File: src/rtl/i2c_slave_byte_ctl.sv
// i2c_slave_byte_ctl: I2C target byte controller.
//   Filters SCL/SDA, detects START/STOP, matches a 7-bit own address, receives and
//   transmits bytes with ACK generation/checking, and exchanges bytes with the local
//   host through single-cycle pulses plus a valid/request handshake.
//
// Optional feature: define I2C_SLAVE_CLK_STRETCH_EN to hold SCL low on a transmit
// underrun until the host supplies a byte. Without it, o_scl_oen is tied high and an
// underrun transmits 8'hFF.
//
// Ports:
//   i_sysclk, i_reset_n        clock, asynchronous active-low reset
//   i_enable                   block enable; low forces idle and releases both lines
//   i_own_addr[6:0]            own target address
//   i_dfsr[5:0]                sample divider, one tick every max(i_dfsr,1) clocks
//   i_scl / o_scl_oen          SCL pad input / active-low output enable
//   i_sda / o_sda_oen          SDA pad input / active-low output enable
//   o_busy                     set on START, cleared on STOP
//   o_addr_match, o_rw         own-address pulse, latched R/W bit (1 = master reads)
//   o_rx_data, o_rx_valid      received byte and its 1-cycle strobe
//   i_nack_next                NAK the byte being received when high at receipt
//   o_tx_req                   pulse: host must supply the next transmit byte
//   i_tx_data, i_tx_valid      transmit byte and its valid flag
//   o_master_nak               pulse: master NAKed a transmitted byte
//   o_stop                     pulse on STOP
module i2c_slave_byte_ctl #(
    parameter int unsigned FILT_DEPTH = 3
) (
    input  logic       i_sysclk,
    input  logic       i_reset_n,
    input  logic       i_enable,
    input  logic [6:0] i_own_addr,
    input  logic [5:0] i_dfsr,
    input  logic       i_scl,
    output logic       o_scl_oen,
    input  logic       i_sda,
    output logic       o_sda_oen,
    output logic       o_busy,
    output logic       o_addr_match,
    output logic       o_rw,
    output logic [7:0] o_rx_data,
    output logic       o_rx_valid,
    input  logic       i_nack_next,
    output logic       o_tx_req,
    input  logic [7:0] i_tx_data,
    input  logic       i_tx_valid,
    output logic       o_master_nak,
    output logic       o_stop
);

    typedef enum logic [2:0] {
        StIdle, StAddr, StAddrAck, StRx, StRxAck, StTx, StTxAck, StWaitStop
    } state_e;

    localparam logic [2:0] FiltLast = 3'(FILT_DEPTH - 1);

    // Input synchronisers, idle-high.
    logic scl_s1, scl_s2, sda_s1, sda_s2;

    always_ff @(posedge i_sysclk or negedge i_reset_n) begin
        if (!i_reset_n) begin
            scl_s1 <= 1'b1;
            scl_s2 <= 1'b1;
            sda_s1 <= 1'b1;
            sda_s2 <= 1'b1;
        end else begin
            scl_s1 <= i_scl;
            scl_s2 <= scl_s1;
            sda_s1 <= i_sda;
            sda_s2 <= sda_s1;
        end
    end

    // Sample tick divider; a divider value of 0 behaves as 1.
    logic [5:0] div_cnt;
    logic [5:0] div_lim;
    logic       tick;

    always_comb begin
        div_lim = (i_dfsr == 6'd0) ? 6'd1 : i_dfsr;
        tick    = (div_cnt >= div_lim - 6'd1);
    end

    always_ff @(posedge i_sysclk or negedge i_reset_n) begin
        if (!i_reset_n) begin
            div_cnt <= 6'd0;
        end else if (tick) begin
            div_cnt <= 6'd0;
        end else begin
            div_cnt <= div_cnt + 6'd1;
        end
    end

    // Glitch filter: a line follows its synchronised input only after FILT_DEPTH
    // consecutive ticks that all disagree with the current filtered value.
    logic       scl_f, sda_f, scl_p, sda_p;
    logic [2:0] scl_cnt, sda_cnt;

    always_ff @(posedge i_sysclk or negedge i_reset_n) begin
        if (!i_reset_n) begin
            scl_f   <= 1'b1;
            sda_f   <= 1'b1;
            scl_p   <= 1'b1;
            sda_p   <= 1'b1;
            scl_cnt <= 3'd0;
            sda_cnt <= 3'd0;
        end else begin
            scl_p <= scl_f;
            sda_p <= sda_f;
            if (tick) begin
                if (scl_s2 != scl_f) begin
                    if (scl_cnt == FiltLast) begin
                        scl_f   <= scl_s2;
                        scl_cnt <= 3'd0;
                    end else begin
                        scl_cnt <= scl_cnt + 3'd1;
                    end
                end else begin
                    scl_cnt <= 3'd0;
                end
                if (sda_s2 != sda_f) begin
                    if (sda_cnt == FiltLast) begin
                        sda_f   <= sda_s2;
                        sda_cnt <= 3'd0;
                    end else begin
                        sda_cnt <= sda_cnt + 3'd1;
                    end
                end else begin
                    sda_cnt <= 3'd0;
                end
            end
        end
    end

    logic scl_rise, scl_fall, start_det, stop_det;

    always_comb begin
        scl_rise  = scl_f & ~scl_p;
        scl_fall  = ~scl_f & scl_p;
        // Require SCL high in both cycles so an SDA change coinciding with an SCL edge
        // is never mistaken for a bus condition.
        start_det = scl_f & scl_p & sda_p & ~sda_f;
        stop_det  = scl_f & scl_p & ~sda_p & sda_f;
    end

    state_e     state;
    logic [7:0] shreg;
    logic [2:0] bit_cnt;
    logic       ack_drv;    // ACK slot in progress: SDA has been set for the 9th clock
    logic       load_pend;  // next SCL fall in StTx starts a new byte
    logic       nack_q;
    logic       sda_oen, busy, rw;
    logic [7:0] rx_data;
    logic       addr_match, rx_valid, tx_req, master_nak, stop_p;
`ifdef I2C_SLAVE_CLK_STRETCH_EN
    logic       scl_oen;
    logic       stretch;
`endif

    always_ff @(posedge i_sysclk or negedge i_reset_n) begin
        if (!i_reset_n) begin
            state      <= StIdle;
            shreg      <= 8'h00;
            bit_cnt    <= 3'd0;
            ack_drv    <= 1'b0;
            load_pend  <= 1'b0;
            nack_q     <= 1'b0;
            sda_oen    <= 1'b1;
            busy       <= 1'b0;
            rw         <= 1'b0;
            rx_data    <= 8'h00;
            addr_match <= 1'b0;
            rx_valid   <= 1'b0;
            tx_req     <= 1'b0;
            master_nak <= 1'b0;
            stop_p     <= 1'b0;
`ifdef I2C_SLAVE_CLK_STRETCH_EN
            scl_oen    <= 1'b1;
            stretch    <= 1'b0;
`endif
        end else begin
            addr_match <= 1'b0;
            rx_valid   <= 1'b0;
            tx_req     <= 1'b0;
            master_nak <= 1'b0;
            stop_p     <= 1'b0;
            if (!i_enable || stop_det || start_det) begin
                sda_oen   <= 1'b1;
                ack_drv   <= 1'b0;
                load_pend <= 1'b0;
                bit_cnt   <= 3'd0;
`ifdef I2C_SLAVE_CLK_STRETCH_EN
                scl_oen   <= 1'b1;
                stretch   <= 1'b0;
`endif
                if (!i_enable) begin
                    state <= StIdle;
                    busy  <= 1'b0;
                end else if (stop_det) begin
                    state  <= StIdle;
                    busy   <= 1'b0;
                    stop_p <= 1'b1;
                end else begin
                    state <= StAddr;
                    busy  <= 1'b1;
                end
            end else begin
                case (state)
                    StAddr: begin
                        if (scl_rise) begin
                            shreg   <= {shreg[6:0], sda_f};
                            bit_cnt <= bit_cnt + 3'd1;
                            if (bit_cnt == 3'd7) begin
                                // shreg[6:0] holds the seven address bits received so far
                                if (shreg[6:0] == i_own_addr) begin
                                    addr_match <= 1'b1;
                                    rw         <= sda_f;
                                    tx_req     <= sda_f;
                                    state      <= StAddrAck;
                                end else begin
                                    state <= StWaitStop;
                                end
                            end
                        end
                    end
                    StAddrAck: begin
                        if (scl_fall && !ack_drv) begin
                            sda_oen <= 1'b0;
                            ack_drv <= 1'b1;
                        end else if (scl_rise && ack_drv) begin
                            // SDA stays low until the next fall, where the new state
                            // releases it or presents the first transmit bit.
                            ack_drv <= 1'b0;
                            bit_cnt <= 3'd0;
                            if (rw) begin
                                state     <= StTx;
                                load_pend <= 1'b1;
                            end else begin
                                state <= StRx;
                            end
                        end
                    end
                    StRx: begin
                        if (scl_fall) begin
                            sda_oen <= 1'b1;
                        end
                        if (scl_rise) begin
                            shreg   <= {shreg[6:0], sda_f};
                            bit_cnt <= bit_cnt + 3'd1;
                            if (bit_cnt == 3'd7) begin
                                rx_data  <= {shreg[6:0], sda_f};
                                rx_valid <= 1'b1;
                                nack_q   <= i_nack_next;
                                state    <= StRxAck;
                            end
                        end
                    end
                    StRxAck: begin
                        if (scl_fall && !ack_drv) begin
                            sda_oen <= nack_q;
                            ack_drv <= 1'b1;
                        end else if (scl_rise && ack_drv) begin
                            ack_drv <= 1'b0;
                            state   <= nack_q ? StWaitStop : StRx;
                        end
                    end
                    StTx: begin
`ifdef I2C_SLAVE_CLK_STRETCH_EN
                        if (stretch) begin
                            if (i_tx_valid) begin
                                shreg   <= i_tx_data;
                                sda_oen <= i_tx_data[7];
                                scl_oen <= 1'b1;
                                stretch <= 1'b0;
                            end
                        end else
`endif
                        if (scl_fall) begin
                            if (load_pend) begin
                                load_pend <= 1'b0;
                                bit_cnt   <= 3'd0;
`ifdef I2C_SLAVE_CLK_STRETCH_EN
                                if (i_tx_valid) begin
                                    shreg   <= i_tx_data;
                                    sda_oen <= i_tx_data[7];
                                end else begin
                                    sda_oen <= 1'b1;
                                    scl_oen <= 1'b0;
                                    stretch <= 1'b1;
                                end
`else
                                shreg   <= i_tx_valid ? i_tx_data : 8'hFF;
                                sda_oen <= i_tx_valid ? i_tx_data[7] : 1'b1;
`endif
                            end else if (bit_cnt == 3'd7) begin
                                sda_oen <= 1'b1;
                                bit_cnt <= 3'd0;
                                state   <= StTxAck;
                            end else begin
                                shreg   <= {shreg[6:0], 1'b0};
                                sda_oen <= shreg[6];
                                bit_cnt <= bit_cnt + 3'd1;
                            end
                        end
                    end
                    StTxAck: begin
                        if (scl_rise) begin
                            if (!sda_f) begin
                                tx_req    <= 1'b1;
                                load_pend <= 1'b1;
                                state     <= StTx;
                            end else begin
                                master_nak <= 1'b1;
                                state      <= StWaitStop;
                            end
                        end
                    end
                    StWaitStop: sda_oen <= 1'b1;
                    StIdle:     sda_oen <= 1'b1;
                    default:    state   <= StIdle;
                endcase
            end
        end
    end

`ifdef I2C_SLAVE_CLK_STRETCH_EN
    assign o_scl_oen = scl_oen;
`else
    assign o_scl_oen = 1'b1;
`endif
    assign o_sda_oen    = sda_oen;
    assign o_busy       = busy;
    assign o_addr_match = addr_match;
    assign o_rw         = rw;
    assign o_rx_data    = rx_data;
    assign o_rx_valid   = rx_valid;
    assign o_tx_req     = tx_req;
    assign o_master_nak = master_nak;
    assign o_stop       = stop_p;

endmodule

File: config.mk
export PLATFORM = sky130hd
export DESIGN_NAME = i2c_slave_byte_ctl
export DESIGN_NICKNAME = d
export VERILOG_FILES = /design/src/rtl/i2c_slave_byte_ctl.sv
export SDC_FILE = /design/constraint.sdc
export NUM_CORES = 1
export LEC_CHECK = 0
export CAP_MARGIN = 20
export CORE_UTILIZATION = 50
export CTS_CLUSTER_DIAMETER = 120
export DETAILED_ROUTE_END_ITERATION = 7
export GPL_TIMING_DRIVEN = 0
export PLACE_DENSITY = 0.75
export SETUP_SLACK_MARGIN = 0.05
export SYNTH_ARGS = -nofsm -noshare
export SYNTH_HDL_FRONTEND = slang
export SYNTH_SLANG_ARGS = --single-unit
export TNS_END_PERCENT = 30
File: constraint.sdc
create_clock -name i_sysclk -period 2.11 [get_ports i_sysclk]
set_input_delay 0.211 -clock i_sysclk [delete_from_list [all_inputs] [get_ports i_sysclk]]
set_output_delay 0.211 -clock i_sysclk [all_outputs]
set_load 0.02 [all_outputs]
==> out/summary.txt <==
status = finished with violations
violations in the final reports = negative setup slack
YS warnings = 0
drt via density = 5.69
Post-synth EDFFs = 0
critical-path cell list = buf_6 -> nor2_1 -> nand2_2 -> nor2_4 -> nor2_2 -> ha_2 -> xnor2_2 -> ha_2 -> a2111oi_4 -> o21ai_4 -> buf_4 -> nand3_1 -> mux2_2
# DRC = 0
RePlAce Congestion = 0.919
Max Root-Sink Buffers = 2
H-tree levels = 2
Clock Latency Late Sink = 0.31 ns
RSZ-0062 raised after global routing = yes
setup slack, reg-to-reg = 0.14 ns
hold crit path type = in2reg
leakage = 1.60 nW
I/O Pins = 45
final instance area = 0.00379 mm^2
DP Area = 0.00352 mm^2
row count = 27
final setup TNS = -0.0132 ns
global route overflow = 0
slowest stage delay, CP = 0.44 ns
Root Buffer = clkbuf_8
1st-pass router iterations = 4
Num Clock Sinks = 52
share of cells above drive strength 1 = 23.1%
power per cell area = 1050 mW/mm^2
Final min period = 2.12 ns
die height = 78.8 um
Crit. End Element = flop
mean post-synth cell area = 9.93 um^2
worst vdd ir = 579 uV
Worst Path Buf+Inv = 2
CP max stage cell = a2111oi_4
Final setup viols = 1
initial DRC count = 107
Worst Tran Pin Value = 0.740 ns
ANT cells = 0
Port Buf Inserts = 43
final slew viol count = 0
CTS clock-pin slew for the worst setup and hold paths = 0.09 ns
Detail Placement HPWL = 4520 um
async set-reset flop share out of synthesis = 100%
total track usage = 22.2%
initial antenna violation count = 0
family with the most delay on the worst path = compound AO/OA/AOI/OAI gates
Die ar. = 0.00621 mm^2
post-synthesis sequential area ratio = 44.5%
startpoint types = primary input
vias in the first global route = 2374
first-pass GRT wire length = 10900 um
Max FO, Critical Path = 5
skew final = 0.00655 ns
largest net degree at the start of global routing = 42
Syn Std Cell Area = 0.00295 mm^2
core area = 0.00561 mm^2
Routed Antenna Nets = 0
Synth Instances = 297
Distinct cells, synth = 60
normalized max-slew margin = 50.3%
Total Routed Length = 6550 um
Main synth FF type = dfrtp_1
period utilization = 101%
WP data arrival = 2.37 ns
WHS = 0.305 ns
Final nets = 396
fin worst setup slack = -0.0132 ns
Max-cap violations = 0
cell mode on critical path = ha_2
Data required, critical path = 2.35 ns
Area Overhead vs Synth = 28.5%
Fmax = 471 MHz
path type of the worst setup path = in2reg
average wire per standard cell = 15.2 um
cts bufs inserted = 5
FF+latch count, synth = 52
width of the die = 78.8 um
final hold viol count = 0
CTS tree = yes
vias post-DR = 2451
Synth Net Count = 335
fillcell total = 453
Initial Util = 52.6%
-- synthesized netlist by cell type, types with 5 or more instances --
| master | instances | area, um^2 |
|---|---|---|
| nand2_1 | 27 | 101 |
| inv_1 | 13 | 48.8 |
| a21oi_1 | 8 | 40.0 |
| nor2_1 | 21 | 78.8 |
| ha_1 | 10 | 125 |
| nor2b_1 | 7 | 43.8 |
| mux2_2 | 12 | 135 |
| nand3_1 | 13 | 65.1 |
| o21ai_0 | 17 | 85.1 |
| xnor2_1 | 11 | 96.3 |
| dfstp_2 | 9 | 236 |
| buf_2 | 6 | 30.0 |
| nor3_1 | 12 | 60.1 |
| o31ai_1 | 5 | 37.5 |
| nand2b_1 | 8 | 50.1 |
| dfrtp_1 | 43 | 1080 |
| xor2_1 | 9 | 78.8 |
-- registers in the layout (all words and copies together) (netlist names), 3 cells and up --
| name | cells |
|---|---|
| shreg | 7 |
| state | 3 |
| scl_cnt | 3 |
| o_rx_data | 8 |
| bit_cnt | 3 |
| sda_cnt | 3 |
| div_cnt | 6 |
-- final timing paths --
path / from / end / cells past startpoint
setup / recovery: i_dfsr[1] / scl_f / 13
hold / removal: i_scl / scl_s1 / 1
setup reg to reg: div_cnt[3] / scl_f / 6
hold reg to reg: sda_s1 / sda_s2 / 0
max in group asynchronous: i_reset_n / sda_s1 / 3
min in group asynchronous: i_reset_n / ack_drv / 2
-- through the flow --
| step | cells | power (mW) | worst slack [ns] | utilization, % |
|---|---|---|---|---|
| finish | 431 | 3.96 | -0.0132 | 67.6 |
| global route | 431 | 4.26 | -0.0993 | 67.6 |
| CTS | 428 | 3.84 | 0.0366 | 66.6 |
| detailed placement | 413 | 3.03 | -0.728 | 62.7 |
| global placement | 412 | 2.98 | -0.706 | 62.4 |
| floorplan | 297 | 2.64 | 0.0654 | - |
-- final cells by class --
cell class | instances | area, um^2 | share of cell area (%)
buffer | 13 | 92.6 | 2.44
clock inverter | 1 | 7.51 | 0.198
tap | 72 | 90.1 | 2.38
clock buffer | 7 | 86.3 | 2.28
sequential | 52 | 1310 | 34.6
multi-input combinational | 219 | 1610 | 42.6
timing repair buffer | 54 | 537 | 14.2
inverter | 13 | 48.8 | 1.29
-- layout by cell type (no fill, tap or decap), types with 5 or more instances in the layout --
| cell type | n |
|---|---|
| xor2_1 | 9 |
| clkdlybuf4s50_1 | 36 |
| dfstp_2 | 9 |
| buf_2 | 7 |
| nand2b_1 | 8 |
| buf_4 | 12 |
| inv_1 | 13 |
| ha_1 | 7 |
| nor2_1 | 15 |
| o21ai_0 | 16 |
| o31ai_1 | 5 |
| nand2_1 | 26 |
| nor2b_1 | 6 |
| a21oi_1 | 8 |
| xnor2_1 | 10 |
| clkbuf_8 | 6 |
| dfrtp_1 | 43 |
| mux2_2 | 12 |
| nor3_1 | 12 |
| nand3_1 | 13 |
-- power breakdown --
part / internal, mW / switching [mW]
clock network: 0.267 / 0.329
logic: 0.894 / 1.01
registers: 1.23 / 0.228
total: 2.39 / 1.57
-- cells by family (layout without fill, tap and decap cells) --
group	after synthesis	in the layout	share of synthesized area, %
AOI/OAI and AO/OA	68	68	16.7
adders and majority gates	11	11	4.58
buffers and inverters	26	88	4.45
xor gates and xnor gates	20	20	5.94
other	1	1	0.127
DFF	52	52	44.5
muxes	16	16	5.94
and+or+nand+nor	103	103	17.7
-- metal layers --
layer	wire length, um	part of all wire, %	global-route usage [%]
met1	2980	45	31.3
met2	3230	49	35.3
met3	267	4.1	3.68
met4	79	1.2	5.93
met5	0	0	0
-- timing repair --
item / 4_1_cts / 5_1_grt
buffers inserted: 5 / 3
hold buffers: 1 / 0
endpoints found under the setup margin: 14 / 26
gates resized for setup: 33 / 10
pin swaps: 10 / 5
gates cloned: 1 / 0
hold endpoints to repair: 8 / 0
Note: power is estimated with default switching activity, not from simulation.
